## src/rtl/sar_pkg.sv

```systemverilog
// sar_pkg: FSM state encoding and width helpers shared by the SAR controller and averaging buffer
package sar_pkg;

    typedef enum logic [1:0] {
        IDLE = 2'b00,
        ACC  = 2'b01,
        PUSH = 2'b10
    } sar_state_e;

    // Accumulator width: wide enough for 2**avg_log2 full-scale samples without wrapping
    function automatic int sum_w(input int data, input int avg_log2);
        return data + avg_log2;
    endfunction

    // Occupancy width: must represent 0..depth inclusive
    function automatic int level_w(input int depth);
        return $clog2(depth) + 1;
    endfunction

endpackage

```

## src/rtl/sar_sync_fifo.sv

```systemverilog
// sar_sync_fifo: first-word fall-through FIFO with occupancy count; DEPTH must be a power of two
module sar_sync_fifo #(
    parameter int DATA  = 8,
    parameter int DEPTH = 4
) (
    input  logic                     clk_i,
    input  logic                     rst_i,
    input  logic                     push_i,
    input  logic                     pop_i,
    input  logic [DATA-1:0]          data_i,
    output logic [DATA-1:0]          data_o,
    output logic                     full_o,
    output logic                     empty_o,
    output logic [$clog2(DEPTH):0]   level_o
);
    localparam int AW = $clog2(DEPTH);

    logic [DATA-1:0] mem_q [DEPTH];
    logic [AW-1:0]   wr_q, rd_q;
    logic [AW:0]     lvl_q;
    logic            do_push, do_pop;

    assign full_o  = lvl_q == (AW+1)'(DEPTH);
    assign empty_o = lvl_q == '0;
    assign level_o = lvl_q;
    assign do_pop  = pop_i & ~empty_o;
    // A full FIFO still takes a write when the head leaves on the same edge
    assign do_push = push_i & (~full_o | pop_i);
    // Head is zero while empty so the output matches its reset value
    assign data_o  = empty_o ? '0 : mem_q[rd_q];

    // Storage array; contents only matter once written, so no reset
    always_ff @(posedge clk_i) begin
        if (do_push) mem_q[wr_q] <= data_i;
    end

    // Pointers wrap naturally at the power-of-two depth
    always_ff @(posedge clk_i or posedge rst_i) begin
        if (rst_i) begin
            wr_q  <= '0;
            rd_q  <= '0;
            lvl_q <= '0;
        end else begin
            wr_q  <= wr_q + AW'(do_push);
            rd_q  <= rd_q + AW'(do_pop);
            lvl_q <= lvl_q + (AW+1)'(do_push) - (AW+1)'(do_pop);
        end
    end

endmodule

```

## src/rtl/sar_avg_buffer.sv

```systemverilog
// sar_avg_buffer: averages 2**AVG_LOG2 SAR conversions and queues results in a FWFT FIFO.
// Define SAR_AVG_DROPCNT_EN to add a saturating DropCount output for discarded averages.
module sar_avg_buffer
    import sar_pkg::*;
#(
    parameter int DATA     = 8,
    parameter int AVG_LOG2 = 2,
    parameter int DEPTH    = 4
) (
    input  logic                      Clock,
    input  logic                      Reset,
    input  logic                      Enable,
    input  logic                      SampleRdy,
    input  logic [DATA-1:0]           SampleIn,
    output logic                      OutValid,
    input  logic                      OutReady,
    output logic [DATA-1:0]           OutData,
    output logic [level_w(DEPTH)-1:0] Level,
    output logic                      Overrun,
`ifdef SAR_AVG_DROPCNT_EN
    output logic [15:0]               DropCount,
`endif
    input  logic                      ClearOvr
);
    localparam int SW = sum_w(DATA, AVG_LOG2);
    localparam int CW = AVG_LOG2 + 1;
    localparam logic [CW-1:0] LAST = CW'((1 << AVG_LOG2) - 1);

    sar_state_e    state_q, state_d;
    logic [SW-1:0] sum_q, sum_d;
    logic [CW-1:0] cnt_q, cnt_d;
    logic          rdy_q, ovr_q, rise, push, full, empty, drop;

    assign rise     = SampleRdy & ~rdy_q;
    assign push     = state_q == PUSH;
    assign drop     = push & full & ~(OutValid & OutReady);
    assign OutValid = ~empty;
    assign Overrun  = ovr_q;

    // Window sequencing: accumulate, hand one average to the FIFO, then start a fresh window
    always_comb begin
        state_d = state_q;
        sum_d   = sum_q;
        cnt_d   = cnt_q;
        case (state_q)
            IDLE: begin
                sum_d   = '0;
                cnt_d   = '0;
                state_d = Enable ? ACC : IDLE;
            end
            ACC: begin
                if (!Enable) begin
                    state_d = IDLE;
                    sum_d   = '0;
                    cnt_d   = '0;
                end else if (rise) begin
                    sum_d   = sum_q + SW'(SampleIn);
                    cnt_d   = cnt_q + 1'b1;
                    state_d = cnt_q == LAST ? PUSH : ACC;
                end
            end
            PUSH: begin
                state_d = Enable ? ACC : IDLE;
                sum_d   = (Enable && rise) ? SW'(SampleIn) : '0;
                cnt_d   = (Enable && rise) ? CW'(1) : '0;
            end
            default: begin
                state_d = IDLE;
                sum_d   = '0;
                cnt_d   = '0;
            end
        endcase
    end

    // State, accumulator, ready-edge history and sticky overrun (a drop beats a clear)
    always_ff @(posedge Clock or posedge Reset) begin
        if (Reset) begin
            state_q <= IDLE;
            sum_q   <= '0;
            cnt_q   <= '0;
            rdy_q   <= 1'b0;
            ovr_q   <= 1'b0;
        end else begin
            state_q <= state_d;
            sum_q   <= sum_d;
            cnt_q   <= cnt_d;
            rdy_q   <= SampleRdy;
            ovr_q   <= drop | (ovr_q & ~ClearOvr);
        end
    end

`ifdef SAR_AVG_DROPCNT_EN
    logic [15:0] drop_cnt_q;
    assign DropCount = drop_cnt_q;

    // Saturating drop counter; an increment beats a clear in the same cycle
    always_ff @(posedge Clock or posedge Reset) begin
        if (Reset) drop_cnt_q <= '0;
        else if (drop) drop_cnt_q <= drop_cnt_q == 16'hFFFF ? drop_cnt_q : drop_cnt_q + 16'd1;
        else if (ClearOvr) drop_cnt_q <= '0;
    end
`endif

    sar_sync_fifo #(.DATA(DATA), .DEPTH(DEPTH)) u_fifo (
        .clk_i   (Clock),
        .rst_i   (Reset),
        .push_i  (push),
        .pop_i   (OutReady),
        .data_i  (sum_q[SW-1:AVG_LOG2]),
        .data_o  (OutData),
        .full_o  (full),
        .empty_o (empty),
        .level_o (Level)
    );

endmodule

```

## config.mk

```make
export PLATFORM = sky130hd
export DESIGN_NAME = sar_avg_buffer
export DESIGN_NICKNAME = d
export VERILOG_FILES = /design/src/rtl/sar_pkg.sv /design/src/rtl/sar_sync_fifo.sv /design/src/rtl/sar_avg_buffer.sv
export SDC_FILE = /design/constraint.sdc
export NUM_CORES = 1
export LEC_CHECK = 0
export CAP_MARGIN = 30
export CELL_PAD_IN_SITES_DETAIL_PLACEMENT = 2
export CELL_PAD_IN_SITES_GLOBAL_PLACEMENT = 2
export CORE_MARGIN = 2
export CORE_UTILIZATION = 25
export CTS_CLUSTER_SIZE = 14
export DETAILED_ROUTE_END_ITERATION = 6
export GPL_ROUTABILITY_DRIVEN = 0
export PLACE_DENSITY_LB_ADDON = 0.1
export SLEW_MARGIN = 25
export SYNTH_ARGS = -nofsm -noshare
export SYNTH_HDL_FRONTEND = slang
export SYNTH_SLANG_ARGS = --single-unit
```

## constraint.sdc

```tcl
create_clock -name Clock -period 2.8 [get_ports Clock]
set_input_delay 0.56 -clock Clock [delete_from_list [all_inputs] [get_ports Clock]]
set_output_delay 0.56 -clock Clock [all_outputs]
set_load 0.02 [all_outputs]
```

==> impl_metrics.tcl, run 1 <==
set metrics [dict create \
    synth_edf_count 32 \
    cp-end-kind "output pin" \
    rows 38 \
    dp_hpwl_um 4551 \
    max_cap_viol_count 0 \
    antennaDiodeCount 0 \
    drive_gt1_share_pct 10.83 \
    numCtsBuffers 5 \
    rsz0062_at_grt "no" \
    placed_cell_area_um2 3179 \
    initialDrtViolationCount 32 \
    drc 0 \
    start_util_pct 25.39 \
    synthTopCellsByArea "edfxtp_1 35%, dfrtp_1 22%, ha_1 8.3%, mux4_2 6.6%, nor2b_1 3.2%" \
    finalNetCount 273 \
    finalMaxSlewViolations 0 \
    synth_xor_area_share_pct 1.935 \
    finalHoldViolations 0 \
    ir_drop_uv 308.4 \
    grt_pass1_vias 1878 \
    core_um2 10700 \
    hold_class "reg2reg" \
    synth.most_common_cell "edfxtp_1" \
    vias_per_cell 4.539 \
    clock_sinks 56 \
    fin_ws_ps 123.0 \
    cts_tree "built" \
    final_cell_area_um2 3296 \
    cts_setup_buffers 0 \
    syn_to_final_growth_pct 21.33 \
    grt_max_degree 25 \
    synth_top_family_by_area "compound AO/OA/AOI/OAI gates" \
    synth-seq-cells 56 \
    critPathKind "reg2out" \
    num_vias 1725 \
    synthArstFlopShare_pct 42.86 \
    synth_common_cells "32 x edfxtp_1, 24 x dfrtp_1, 20 x inv_1, 18 x ha_1, 14 x nor2b_1" \
    wire_per_inst_um 16.21 \
    cellPowerDensity_nw_per_um2 688.4 \
    htreeDepth 2 \
    max_stage_delay_ps 570 \
    routed_wl_um 6158 \
    synth_compound_area_share_pct 10.69 \
    yosys.area.top_type "edfxtp_1" \
    synth_cells 204 \
    start_kind "register" \
    crit_required_ps 2240 \
    period_minus_slack_ps 2677 \
    fin_skew_ps 15.21 \
    grtUsageTotal_pct 11.52 \
    drtAntennaViolNets 0 \
    synth_fp_nets 238 \
    grt_pass1_wl_um 10150 \
    critPathMaxFanout 9 \
    timing.rr.end "u_fifo.mem_q[2][0]$_DFFE_PP_" \
    io_pins 27 \
    ys_seq_area_share_pct 57.49 \
    clk_latency_ps 320 \
    overflow 0 \
    clk_path_buf_depth 2 \
    finalSetupViolCount 0 \
    status "finished clean" \
    fin_util_pct 30.81 \
    syn_area_per_cell_um2 13.32 \
    worst-r2r-cell-count 6 \
    syn-cell-area_um2 2716 \
    hold_start "cnt_q[2]$_DFFE_PP0P_" \
    cp_cell_sequence "mux4_2, nor2b_1, clkdlybuf4s50_1" \
    ys_types 41 \
    worst_path_max_delay_cell "dfrtp_2" \
    antenna_found_initial 0 \
    fmax_mhz 373.6 \
    drt_pass1_iterations 4 \
    fp.dieW_um 108.2 \
    whs_endpoint "cnt_q[2]$_DFFE_PP0P_" \
    root_buffer "clkbuf_8" \
    holdPathStages 2 \
    timing.final.crit_share_pct 95.61 \
    synth_top_area_share_pct 35.38 \
    setup_tns_ps 0 \
    clk_pin_slew_worst_paths_ps 100 \
    worst-r2r-setup-slack_ps 660 \
    max_slew_margin_pct 48.40 \
    synth_fa_ha_area_share_pct 9.765 \
    r2r_start "state_q[0]$_DFFE_PP0P_" \
    crit_arrival_ps 2120 \
    place_ws_ps 111.6 \
    worst_pin_slew_ps 771.1 \
    die_area_um2 11710 \
    synthMuxAreaShare_pct 6.633 \
    synthSimpleGateAreaFrac_pct 10.09 \
    numPortBuffers 26 \
    p_leak_uw 0.001308 \
    die_height_um 108.2 \
    yosys_warnings 0 \
    synth_ff_type "edfxtp_1" \
]
==> cells in the final DEF, fill, tap and decap left out, types with 3 or more instances in the layout <==
master and n:
a211oi_1 3, a21oi_1 3, a221o_1 4, a22oi_1 4, and3_1 3, buf_4 6
clkbuf_8 5, clkdlybuf4s50_1 26, dfrtp_1 23, edfxtp_1 32, ha_1 18, inv_1 20
mux4_2 8, nand2_1 9, nand3_1 4, nor2_1 7, nor2b_1 14, nor3_1 4
o21ai_0 12, xnor2_1 3, xor2_1 3
==> per-stage QoR <==
| stage | total power [µW] | cells | hold slack, ps |
|---|---|---|---|
| floorplan | 1445 | 204 | 449.8 |
| global placement | 1746 | 372 | 470.2 |
| detailed placement | 1758 | 372 | 486.2 |
| CTS | 2318 | 380 | 509.9 |
| global route | 2397 | 380 | 531.3 |
| finish | 2269 | 380 | 501.2 |
==> flip-flops by register name, summed over array words and instances, names as in the netlist, 2 cells and up <==
register        count
cnt_q               3
state_q             2
sum_q              10
u_fifo.level_o      3
u_fifo.mem_q       32
u_fifo.rd_q         2
u_fifo.wr_q         2
==> what timing repair did <==
action,4_1_cts,5_1_grt
hold buffers,0,0
setup endpoints to repair,8,0
resized for setup,1,0
==> where the power goes <==
group          switching, µW  internal [µW]  total [µW]
clock network            281            270         551
logic                    314            391         706
registers               99.6            912        1010
==> worst max-delay path by stage <==
stage / start / slack [ps] / to
after CTS: u_fifo.rd_q[0]$_DFF_PP0_ / 70 / OutData[1]
final: u_fifo.rd_q[0]$_DFF_PP0_ / 120 / OutData[1]
after detailed placement: SampleIn[0] / 110 / sum_q[8]$_DFFE_PP0P_
after global routing: u_fifo.rd_q[0]$_DFF_PP0_ / 20 / OutData[1]
after floorplan: u_fifo.level_o[0]$_DFF_PP0_ / 290 / u_fifo.level_o[2]$_DFF_PP0_
after global placement: SampleIn[0] / 170 / sum_q[8]$_DFFE_PP0P_
==> layout make-up <==
type / count / area, µm²
clock buffer: 5 / 68.82
inverter: 20 / 75.07
sequential: 56 / 1563
clock inverter: 3 / 46.29
timing repair buffer: 32 / 305.3
tap: 140 / 175.2
fill: 1128 / 7402
multi-input combinational: 124 / 1062
==> critical path, delay by kind of cell (launching register included) <==
kind / cells / cell delay (ps)
muxes: 1 / 560
DFF: 1 / 570
buffers and inverters: 1 / 530
and+or+nand+nor: 1 / 150
==> layer usage <==
layer / wire (µm) / up-vias / global-route usage (%)
li1: - / 827 / -
met1: 3064 / 867 / 15.70
met2: 2870 / 25 / 18.87
met3: 139 / 6 / 1.808
met4: 84 / 0 / 3.571
met5: 0 / - / 0
==> logic make-up after synthesis <==
family          after synthesis
compound gates               40
simple gates                 50
flops                        56
mux                           8
buf+inv                      24
xor+xnor                      6
fa+ha+maj                    20
(Power assumes the default switching activity.)
==> run 2, diff against run 1 <==
--- a/config.mk
+++ b/config.mk
@@ -5,6 +5,7 @@
 export SDC_FILE = /design/constraint.sdc
 export NUM_CORES = 1
 export LEC_CHECK = 0
+export ABC_AREA = 1
 export CAP_MARGIN = 30
 export CELL_PAD_IN_SITES_DETAIL_PLACEMENT = 2
 export CELL_PAD_IN_SITES_GLOBAL_PLACEMENT = 2
@@ -13,7 +14,7 @@
 export CTS_CLUSTER_SIZE = 14
 export DETAILED_ROUTE_END_ITERATION = 6
 export GPL_ROUTABILITY_DRIVEN = 0
-export PLACE_DENSITY_LB_ADDON = 0.1
+export PLACE_DENSITY = 0.56
 export SLEW_MARGIN = 25
 export SYNTH_ARGS = -nofsm -noshare
 export SYNTH_HDL_FRONTEND = slang
==> run 2 against run 1 <==
  * Global-route usage grew 1.4 points
  * Setup slack gained 98 ps
  * Die area grew 5.0%
  * Total power grew 16%
  * Flip-flop and latch count is the same
  * Final cell count grew 23%
  * Clock power grew 18%
  * Register-to-register slack is essentially flat
  * Critical path depth grew 1
  * Largest power group unchanged
==> impl_metrics.tcl, run 2 <==
set metrics [dict create \
    status "finished clean" \
    p_leak_uw 0.001517 \
    ys_seq_area_share_pct 54.64 \
    fmax_mhz 387.7 \
    synth_edf_count 32 \
    grtUsageMet2_pct 23.31 \
    vias_per_cell 4.542 \
    routed_wl_um 7369 \
    max_cap_viol_count 0 \
    place_ws_ps 348.7 \
    grtUsageMet3_pct 2.187 \
    start_util_pct 25.35 \
    finalMaxSlewViolations 0 \
    final_common_cell "nand2_1" \
    cp-end-kind "output pin" \
    critPathKind "reg2out" \
    largest_reg_flops 32 \
    final_cell_area_um2 3481 \
    yosys_warnings 0 \
    clk_latency_ps 300 \
    die_height_um 110.9 \
    rsz0062_at_grt "no" \
    yosys.area.top_type "edfxtp_1" \
    synth.most_common_cell "nand2_1" \
    fin_util_pct 30.88 \
    max_slew_margin_pct 76.26 \
    overflow 0 \
    grt_pass1_vias 2392 \
    syn_area_per_cell_um2 9.957 \
    crit_arrival_ps 2020 \
    fin_ws_ps 220.6 \
    synth_ff_type "edfxtp_1" \
    cts_tree "built" \
    drc 0 \
    dp_hpwl_um 5448 \
    grt_pass1_wl_um 12410 \
    cellPowerDensity_nw_per_um2 755.0 \
    syn_to_final_growth_pct 21.80 \
    clk_pin_slew_worst_paths_ps 80 \
    numPortBuffers 26 \
    io_pins 27 \
    rows 39 \
    core_um2 11270 \
    mostFrequentLayoutCells "47 x nand2_1, 45 x nor2_1, 32 x edfxtp_1" \
    max_stage_delay_ps 640 \
    synth_common_cells "47 x nand2_1, 45 x nor2_1, 32 x edfxtp_1, 29 x inv_1, 24 x dfrtp_1" \
    synth_cells 287 \
    synth_top_area_share_pct 33.63 \
    start_kind "register" \
    grtUsageMet1_pct 15.90 \
    synth-seq-cells 56 \
    placed_cell_area_um2 3323 \
    clk_path_buf_depth 2 \
    num_vias 2121 \
    antennaDiodeCount 0 \
    critPathBufInv 2 \
    initialDrtViolationCount 28 \
    top_regs "u_fifo.mem_q: 32 flops, sum_q: 10 flops" \
    syn-cell-area_um2 2858 \
    finalSetupViolCount 0 \
    grtUsageTotal_pct 12.95 \
    worst_path_max_delay_cell "clkdlybuf4s50_1" \
    clock_sinks 56 \
    root_buffer "clkbuf_16" \
    timing.final.crit_share_pct 92.12 \
    cp_top_family "buffers and inverters" \
    ys_types 37 \
    grt_max_degree 25 \
    wire_per_inst_um 15.78 \
    fp.dieW_um 110.9 \
    synthTopCellsByArea "edfxtp_1 34%, dfrtp_1 21%, ha_1 7.9%, nand2_1 6.2%, nor2_1 5.9%" \
    fin_skew_ps 6.899 \
    antenna_found_initial 0 \
    synth_fp_nets 321 \
    drive_gt1_share_pct 9.568 \
    crit_required_ps 2240 \
    period_minus_slack_ps 2579 \
    ir_drop_uv 300.9 \
    setup_tns_ps 0 \
    worst_pin_slew_ps 356.0 \
    finalNetCount 357 \
    die_area_um2 12300 \
    numCtsBuffers 5 \
    regMostFlops "u_fifo.mem_q" \
    htreeDepth 2 \
    busiest_layer "met2" \
    finalHoldViolations 0 \
    drt_pass1_iterations 3 \
    synthArstFlopShare_pct 42.86 \
    cp_cell_sequence "inv_2, o21ai_0, a21oi_1, clkdlybuf4s50_1" \
    hold_class "reg2reg" \
    critPathMaxFanout 16 \
    drtAntennaViolNets 0 \
]
==> run 2: cell count changes after synthesis, sizes merged, moves of 4 or more <==
cell,delta
o22ai,+4
nor2b,-14
inv,+13
nand2,+42
nand3,+8
a21oi,+8
o21ai,+7
a221o,-4
nor2,+40
mux4,-8
==> run 2: path summary, 6_finish.rpt <==
| check | startpoint | endpoint | slack (ps) | depth (start not counted) |
|---|---|---|---|---|
| worst max-delay path | u_fifo.rd_q[0]$_DFF_PP0_ | OutData[3] | 220 | 4 |
| worst min-delay path | sum_q[0]$_DFFE_PP0P_ | sum_q[0]$_DFFE_PP0P_ | 510 | 2 |
| worst max register to register | u_fifo.level_o[1]$_DFF_PP0_ | u_fifo.level_o[2]$_DFF_PP0_ | 650 | 9 |
| worst min register to register | sum_q[0]$_DFFE_PP0P_ | sum_q[0]$_DFFE_PP0P_ | 510 | 2 |
| max in group asynchronous | Reset | u_fifo.rd_q[0]$_DFF_PP0_ | 1890 | 3 |
| min in group asynchronous | Reset | u_fifo.wr_q[1]$_DFF_PP0_ | 630 | 3 |
==> run 2: metrics by stage <==
step / hold slack, ps / total power, µW / std cells
2_1_floorplan: 469.1 / 1588 / 287
3_3_place_gp: 492.6 / 1989 / 459
3_5_place_dp: 490.8 / 2015 / 459
4_1_cts: 512.8 / 2689 / 467
5_1_grt: 559.4 / 2824 / 467
6_report: 506.9 / 2628 / 467
==> run 2: layout make-up <==
type | count | area [µm²]
well taps | 143 | 178.9
repair buffers | 34 | 320.3
multi-input cells | 192 | 1132
flip-flops and latches | 56 | 1563
clock inverters | 3 | 27.53
clock buffers | 5 | 125.1
fillers | 1247 | 7791
inverters | 34 | 133.9
==> run 2: cells by family (layout without fill, tap and decap cells) <==
family,after synthesis,in the layout,synth area share [%]
XOR/XNOR,4,4,1.226
adder cells (fa/ha/maj),20,20,9.282
buffers and inverters,39,76,5.735
AO/OA/AOI/OAI,48,48,10.33
AND/OR/NAND/NOR,120,120,18.78
flip-flops,56,56,54.64
==> run 2: per-layer routing <==
metal	vias up	wire length, µm
li1	1037	-
met1	1057	3362
met2	18	3755
met3	9	134
met4	0	117
met5	-	0
==> run 2: worst reg2reg max path, stage by stage (launching register included) <==
cell and delay [ps]:
dfrtp_1 420, nor2_1 140, nand2_1 120, clkinvlp_4 200, nor2_1 100, ha_1 280
inv_1 40, ha_1 200, fa_1 390, xor2_1 170
==> run 2: where the power goes <==
group	total, µW	internal (µW)	switching (µW)
Clock	652	340	312
Combinational	985	422	563
Sequential	991	923	67.9
==> run 2: what timing repair did <==
action	in CTS	in global routing
hold buffers	0	0
resized for setup	0	2
endpoints found under the setup margin	0	4
buffers inserted	0	0
==> run 3, diff against run 2 <==
--- a/config.mk
+++ b/config.mk
@@ -10,11 +10,13 @@
 export CELL_PAD_IN_SITES_DETAIL_PLACEMENT = 2
 export CELL_PAD_IN_SITES_GLOBAL_PLACEMENT = 2
 export CORE_MARGIN = 2
-export CORE_UTILIZATION = 25
+export CORE_UTILIZATION = 35
 export CTS_CLUSTER_SIZE = 14
 export DETAILED_ROUTE_END_ITERATION = 6
 export GPL_ROUTABILITY_DRIVEN = 0
-export PLACE_DENSITY = 0.56
+export GPL_TIMING_DRIVEN = 0
+export PLACE_DENSITY = 0.74
+export SKIP_LAST_GASP = 1
 export SLEW_MARGIN = 25
 export SYNTH_ARGS = -nofsm -noshare
 export SYNTH_HDL_FRONTEND = slang
==> run 3 against run 2 <==
  * Worst hold slack better by 4.7 ps
  * Critical path depth is 3 higher
  * Largest cell class unchanged
  * Combinational power is essentially flat
  * Register-to-register slack improved by 20 ps
  * Critical endpoint is now OutData[2]
  * Largest power group is now combinational cells
==> impl_metrics.tcl, run 3 (synthesis results as in run 2) <==
set metrics [dict create \
    start_util_pct 36.60 \
    overflow 0 \
    critPathMaxFanout 10 \
    p_leak_uw 0.001597 \
    die_height_um 94.36 \
    critPathKind "reg2out" \
    htreeDepth 2 \
    final_cell_area_um2 3420 \
    core_um2 7807 \
    fill_cells 839 \
    worst-r2r-setup-slack_ps 670 \
    wire_per_inst_um 16.28 \
    clock_sinks 56 \
    cp-end-kind "output pin" \
    timing.final.crit_share_pct 84.05 \
    r2r_start "u_fifo.level_o[1]$_DFF_PP0_" \
    drc 0 \
    grt_pass1_wl_um 11650 \
    numPortBuffers 26 \
    place_ws_ps 190.2 \
    startpoint "u_fifo.rd_q[0]$_DFF_PP0_" \
    cellPowerDensity_nw_per_um2 724.4 \
    status "finished clean" \
    worst-r2r-cell-count 9 \
    die_area_um2 8904 \
    antennaDiodeCount 0 \
    postCtsHoldBufs 0 \
    grtUsageTotal_pct 17.11 \
    finalNetCount 355 \
    p_total_uw 2477 \
    io_pins 27 \
    setup_tns_ps 0 \
    cts_tree "built" \
    largest_reg_flops 32 \
    root_buffer "clkbuf_8" \
    grt_max_degree 17 \
    regMostFlops "u_fifo.mem_q" \
    placed_cell_area_um2 3288 \
    top_regs "u_fifo.mem_q: 32 flops, sum_q: 10 flops" \
    drive_gt1_share_pct 9.006 \
    drt_pass1_iterations 4 \
    rsz0062_at_grt "no" \
    clk_latency_ps 310 \
    routed_wl_um 6904 \
    vias_per_cell 4.866 \
    hold_slack_ps 511.5 \
    grt_pass1_vias 2267 \
    cts_resized 0 \
    clk_path_buf_depth 2 \
    num_vias 2063 \
    antenna_found_initial 0 \
    cts_setup_buffers 0 \
    fin_skew_ps 8.328 \
    fmax_mhz 424.9 \
    crit_arrival_ps 1790 \
    fp.dieW_um 94.36 \
    final_common_cell "nand2_1" \
    drtAntennaViolNets 0 \
    max_cap_viol_count 0 \
    dp_hpwl_um 5377 \
    timing.rr.end "u_fifo.level_o[2]$_DFF_PP0_" \
    finalSetupViolCount 0 \
    hold_class "reg2reg" \
    period_minus_slack_ps 2354 \
    rows 32 \
    numCtsBuffers 5 \
    start_kind "register" \
    max_slew_margin_pct 51.18 \
    crit_required_ps 2240 \
    syn_to_final_growth_pct 19.66 \
    worst_pin_slew_ps 728.3 \
    finalHoldViolations 0 \
    fin_ws_ps 446.5 \
    clk_pin_slew_worst_paths_ps 100 \
    initialDrtViolationCount 70 \
    ir_drop_uv 243.5 \
    crit_path_end "OutData[2]" \
    finalMaxSlewViolations 0 \
    mostFrequentLayoutCells "47 x nand2_1, 45 x nor2_1, 32 x edfxtp_1" \
]
==> run 3: changes by cell type in the layout (fill, tap and decap cells not counted), moves of 3 or more <==
cell / previous run / this run
clkdlybuf4s50_1: 26 / 18
dlymetal6s2s_1: 0 / 8
buf_4: 8 / 1
clkbuf_16: 5 / 0
clkbuf_8: 0 / 5
nor3_1: 4 / 0
nor3_2: 0 / 4
clkinv_1: 0 / 3
==> run 3: layer usage <==
metal | part of all wire (%) | wire [µm] | global-route usage, % | vias up
met5 | 0 | 0 | 0 | -
met4 | 1.3 | 87 | 4.710 | 0
met3 | 1.5 | 104 | 2.155 | 7
met2 | 51 | 3511 | 30.83 | 17
met1 | 46 | 3201 | 21.63 | 1009
li1 | - | - | - | 1030
==> run 3: worst max-delay path, stage by stage (launching register included) <==
cell	delay, ps
dfrtp_1	370
buf_2	210
buf_4	210
nor2_1	70
nor2_1	100
o21ai_0	140
a21oi_1	140
dlymetal6s2s_1	240
==> run 3: cell type report <==
| class | instances | area, µm² | area share [%] |
|---|---|---|---|
| multi-input combinational | 192 | 1152 | 33.70 |
| clock buffer | 5 | 68.82 | 2.012 |
| tap | 102 | 127.6 | 3.732 |
| timing repair buffer | 27 | 307.8 | 9.001 |
| inverter | 34 | 130.1 | 3.805 |
| buffer | 5 | 33.78 | 0.9879 |
| clock inverter | 3 | 37.54 | 1.098 |
| sequential | 56 | 1562 | 45.66 |
==> run 3: report_power, final <==
part / leakage (µW) / switching (µW) / internal, µW
sequential: 0.000642 / 45.3 / 922
clock: 0.0000532 / 262 / 261
combinational: 0.000902 / 582 / 404
==> run 3: how the worst min path moves through the flow <==
| stage | from | to | slack [ps] | cells after the start |
|---|---|---|---|---|
| 3_3_place_gp | u_fifo.rd_q[0]$_DFF_PP0_ | u_fifo.rd_q[0]$_DFF_PP0_ | 490 | 1 |
| 4_1_cts | sum_q[0]$_DFFE_PP0P_ | sum_q[0]$_DFFE_PP0P_ | 520 | 2 |
| 6_report | sum_q[0]$_DFFE_PP0P_ | sum_q[0]$_DFFE_PP0P_ | 510 | 2 |
| 2_1_floorplan | sum_q[0]$_DFFE_PP0P_ | sum_q[0]$_DFFE_PP0P_ | 470 | 2 |
| 3_5_place_dp | sum_q[0]$_DFFE_PP0P_ | sum_q[0]$_DFFE_PP0P_ | 490 | 2 |
| 5_1_grt | u_fifo.rd_q[0]$_DFF_PP0_ | u_fifo.rd_q[0]$_DFF_PP0_ | 560 | 1 |
==> run 3: through the flow <==
stage / util (%) / cells
after floorplan: - / 287
after global placement: 41.57 / 415
after detailed placement: 42.12 / 416
after CTS: 43.48 / 424
after global routing: 43.80 / 424
final: 43.80 / 424
==> patch 1: new RTL, config.mk and constraints of run 3 <==
Add a define of `SAR_AVG_DROPCNT_EN`.
--- a/src/rtl/sar_avg_buffer.sv
+++ b/src/rtl/sar_avg_buffer.sv
@@ -1,5 +1,7 @@
 // sar_avg_buffer: averages 2**AVG_LOG2 SAR conversions and queues results in a FWFT FIFO.
 // Define SAR_AVG_DROPCNT_EN to add a saturating DropCount output for discarded averages.
+`define SAR_AVG_DROPCNT_EN
+
 module sar_avg_buffer
     import sar_pkg::*;
 #(
Check against the original RTL (old outputs only; new: DropCount): equivalent (Yosys induction, for registers that start in step).
==> patch 1 against run 3 <==
Combinational power is 25% higher; synthesized area is 37% higher; worst setup slack worse by 0.31 ns; power is 37% higher; final area is 39% higher; global-route usage is 3.8 points higher; largest power group is now registers; sequential cell count is 16 higher; clock skew is 0.0030 ns higher; count of clock-buffer cells in the layout is 4 higher; cell count is 51% higher; utilization is 0.12 points lower; routed wire length is 66% higher; maximum frequency is 12% lower; critical path type unchanged.
==> patch 1: results (changes against run 3) <==
Logic synthesis:
- The post-synthesis sequential area ratio is 50.0% (-4.6 points).
- The number of instances in the synthesized netlist is 441 (+54%).
- The total nets after synthesis is 476 (+48%).
- Ranked by instance count, the synthesized netlist is headed by 94 x sky130_fd_sc_hd__nand2_1, 58 x sky130_fd_sc_hd__nor2_1, 49 x sky130_fd_sc_hd__inv_1.
- The number of library cell types mapped by synthesis came to 40 (+8.1%).

Cells and area:
- The total area of sequential cells came to 1960 um^2 (+26%).
- The multi-input logic area is 1750 um^2 (+52%).
- The number of signal-net inverters in the final layout was 54 (+59%).
- The number of buffers other than clock buffers in the final layout was 48 (+50%).
- The final layout net count is 529 (+49%).
- The portion of the layout cell area used by clock cells was 3.92% (+0.81 points).

Drt:
- The amount of wire on met2 after detailed routing was 5750 um (+64%).
- The vias per cell is 5.12 (+5.3%).
- The met3 wire length was 268 um (+160%).
- The initial DRC count is 117 (+67%).

Hold path:
- The startpoint of the most critical hold path is u_fifo.rd_q[0]$_DFF_PP0_.
- The path with the worst hold slack has its endpoint at u_fifo.rd_q[0]$_DFF_PP0_.

Power:
- The leakage power figure is 2.11 nW (+32%).
- The combinational-cell power consumption came to 1.23 mW (+25%).
- The worst vdd rail ir drop is 0.000348 V (+43%).
- The power in sequential cells was 1.35 mW (+40%).
- The cell-internal power is 2.09 mW (+32%).

Placement:
- The count of buffers from port buffering is 42 (+62%).
- The worst setup slack before clock tree synthesis is 0.105 ns (-0.0849 ns).

Setup path:
- The worst stage delay on the critical path came to 0.66 ns (+0.29 ns).
- The family with the most delay on the worst path is simple AND/OR/NAND/NOR gates.
- The slowest stage of the critical path belongs to the cell sky130_fd_sc_hd__nor3_2.

Global route:
- The met3 track demand over resource is 3.44% (+1.3 points).
- The total global-route track usage is 20.9% (+3.8 points).
- The pin count of the biggest net entering global routing is 27 (+10).

Timing:
- The slew of the pin with the lowest slew margin is 0.810 ns (+0.0817 ns).
- The final worst-path setup slack is 0.132 ns (-0.315 ns).

CTS:
- The clock latency reported for the late side of the worst-skew pair was 0.36 ns (+0.05 ns).
- The H-tree level count came to 3 (+1).

Outcome:
- The flow ran to the end, and the final reports show no timing, DRC or antenna violations.

Floorplan:
- The core region area is 10900 um^2 (+39%).
[patch 1: cell types whose count changed in the layout (fill, tap and decap cells not counted), sizes merged, moves of 4 or more]
| cell | run 3 | this run |
|---|---|---|
| o21ai | 19 | 32 |
| nand3 | 13 | 37 |
| dfrtp | 24 | 40 |
| clkdlybuf4s50 | 18 | 35 |
| nand4 | 2 | 7 |
| xor2 | 3 | 7 |
| nand2 | 51 | 99 |
| a22oi | 6 | 1 |
| inv | 33 | 53 |
| nor2 | 47 | 65 |
[patch 1: what timing repair did]
| action | in CTS | in global routing |
|---|---|---|
| hold endpoints to repair | 0 | 0 |
| gates resized for setup | 3 | 6 |
| endpoints found under the setup margin | 8 | 6 |
| pin swaps | 0 | 0 |
| hold buffers | 0 | 0 |
| gates cloned | 0 | 0 |
[patch 1: worst max-delay path by stage]
stage                                            from  cells past startpoint                            to
after floorplan           u_fifo.level_o[2]$_DFF_PP0_                      7   u_fifo.level_o[2]$_DFF_PP0_
after global placement                       OutReady                      5  u_fifo.mem_q[0][7]$_DFFE_PP_
after detailed placement     u_fifo.rd_q[1]$_DFF_PP0_                      6                    OutData[4]
after CTS                 u_fifo.level_o[1]$_DFF_PP0_                      3                    OutData[1]
after global routing      u_fifo.level_o[2]$_DFF_PP0_                      3                      OutValid
final                     u_fifo.level_o[1]$_DFF_PP0_                      3                    OutData[6]
[patch 1: cells by family after synthesis]
family,share of synthesized area (%)
adders and majority gates,7.08
and+or+nand+nor,25.2
xor gates and xnor gates,2.01
AOI/OAI and AO/OA,9.85
DFF,50.0
buffers and inverters,5.87
==> patch 2: new RTL, config.mk and constraints of run 3 <==
Without the edit above. Register the output `Level`, cleared by the reset; this adds one clock of latency there. The other outputs are not delayed to match.
--- a/src/rtl/sar_avg_buffer.sv
+++ b/src/rtl/sar_avg_buffer.sv
@@ -25,6 +25,8 @@
     localparam int SW = sum_w(DATA, AVG_LOG2);
     localparam int CW = AVG_LOG2 + 1;
     localparam logic [CW-1:0] LAST = CW'((1 << AVG_LOG2) - 1);
+
+    logic [level_w(DEPTH)-1:0] Level_d;
 
     sar_state_e    state_q, state_d;
     logic [SW-1:0] sum_q, sum_d;
@@ -110,8 +112,16 @@
         .data_o  (OutData),
         .full_o  (full),
         .empty_o (empty),
-        .level_o (Level)
+        .level_o (Level_d)
     );
+
+    always_ff @(posedge Clock or posedge Reset) begin
+        if (Reset) begin
+            Level <= '0;
+        end else begin
+            Level <= Level_d;
+        end
+    end
 
 endmodule
 
Check against the original RTL: not equivalent (Yosys sat finds a counterexample within 10 cycles, from zero or initial values and one cycle with Reset high).
==> patch 2 against run 3 <==
Power rose by 13%; cell count increased by 2.6%; count of clock-buffer cells in the layout rose by 8; utilization down 0.36 points; final area rose by 3.3%; maximum frequency shrank 6.3%; synthesized area rose by 2.0%; first-iteration DRC count is 26% lower; sequential power is 8% higher; routed wire length increased by 6.9%; largest power group is now registers; via count increased by 3.3%; sequential cell count rose by 3; worst setup slack worse by 0.16 ns; sequential share of layout area grew 0.65 points.
==> patch 2: results (changes against run 3) <==
Global route:
- The pin count of the biggest net entering global routing is 28 (+11).
- The met3 track demand over resource was 3.56% (+1.4 points).
- The total global-route track usage is 18.5% (+1.4 points).
- The met1 demand-to-capacity share in global routing was 21.9% (+0.23 points).

Drt:
- The amount of wire on met2 after detailed routing is 3900 um (+11%).
- The per-cell routed wire length came to 17.0 um (+4.2%).
- The initial DRC count is 52 (-26%).
- The met3 wire length is 184 um (+77%).

Logic synthesis:
- The post-synthesis sequential area ratio is 56.2% (+1.5 points).
- The number of instances in the synthesized netlist came to 288 (+0.35%).

CTS:
- The count of instances resized after the clock tree is built is 3 (+3).
- The H-tree level count is 3 (+1).
- The clock edge transition at the registers on the reported setup and hold paths is 0.07 ns (-0.03 ns).

Setup path:
- The worst stage delay on the critical path is 0.35 ns (-0.02 ns).
- The end of the critical path is OutData[7].
- The reg-to-reg setup timing slack is 0.58 ns (-0.09 ns).
- The endpoint arrival time on the critical path is 1.95 ns (+0.16 ns).

Hold path:
- The startpoint of the most critical hold path is u_fifo.level_o[0]$_DFF_PP0_.
- The cell depth of the worst min-delay path was 0 (-2).
- The worst min-delay path endpoint is Level[0]$_DFF_PP0_.

Timing:
- The highest clock frequency the design can meet came to 398 MHz (-6.3%).
- The worst-case headroom to the max-slew limit is 49.3% (-1.8 points).

Placement:
- The worst setup slack before clock tree synthesis is 0.329 ns (+0.139 ns).
- The half-perimeter wire length after detailed placement is 5240 um (-2.6%).

Outcome:
- The flow ran to the end, and the final reports show no timing, DRC or antenna violations.
[patch 2: cell count changes in the layout (fill, tap and decap cells not counted), sizes merged, moves of 3 or more]
cell | run 3 | this run
clkbuf | 6 | 15
inv | 33 | 28
dfrtp | 24 | 27
dlygate4sd2 | 0 | 3
dlymetal6s2s | 8 | 5
[patch 2: power by group]
group,total [mW],switching (mW),leakage (nW),internal (mW)
combinational,0.974,0.590,0.831,0.383
sequential,1.04,0.0518,0.644,0.987
clock,0.780,0.353,0.0997,0.427
[patch 2: area by class of cell]
| cell class | instances | area, um^2 |
|---|---|---|
| clock inverter | 3 | 17.5 |
| multi-input combinational | 195 | 1150 |
| tap | 105 | 131 |
| buffer | 5 | 36.3 |
| clock buffer | 13 | 181 |
| sequential | 59 | 1640 |
| fill | 885 | 4600 |
| timing repair buffer | 26 | 269 |
| inverter | 29 | 111 |
[patch 2: cell families after synthesis]
logic type      synth area share, %
flops                          56.2
simple gates                   18.7
xor+xnor                       1.50
fa+ha+maj                      8.67
compound gates                 9.88
buf+inv                        5.07
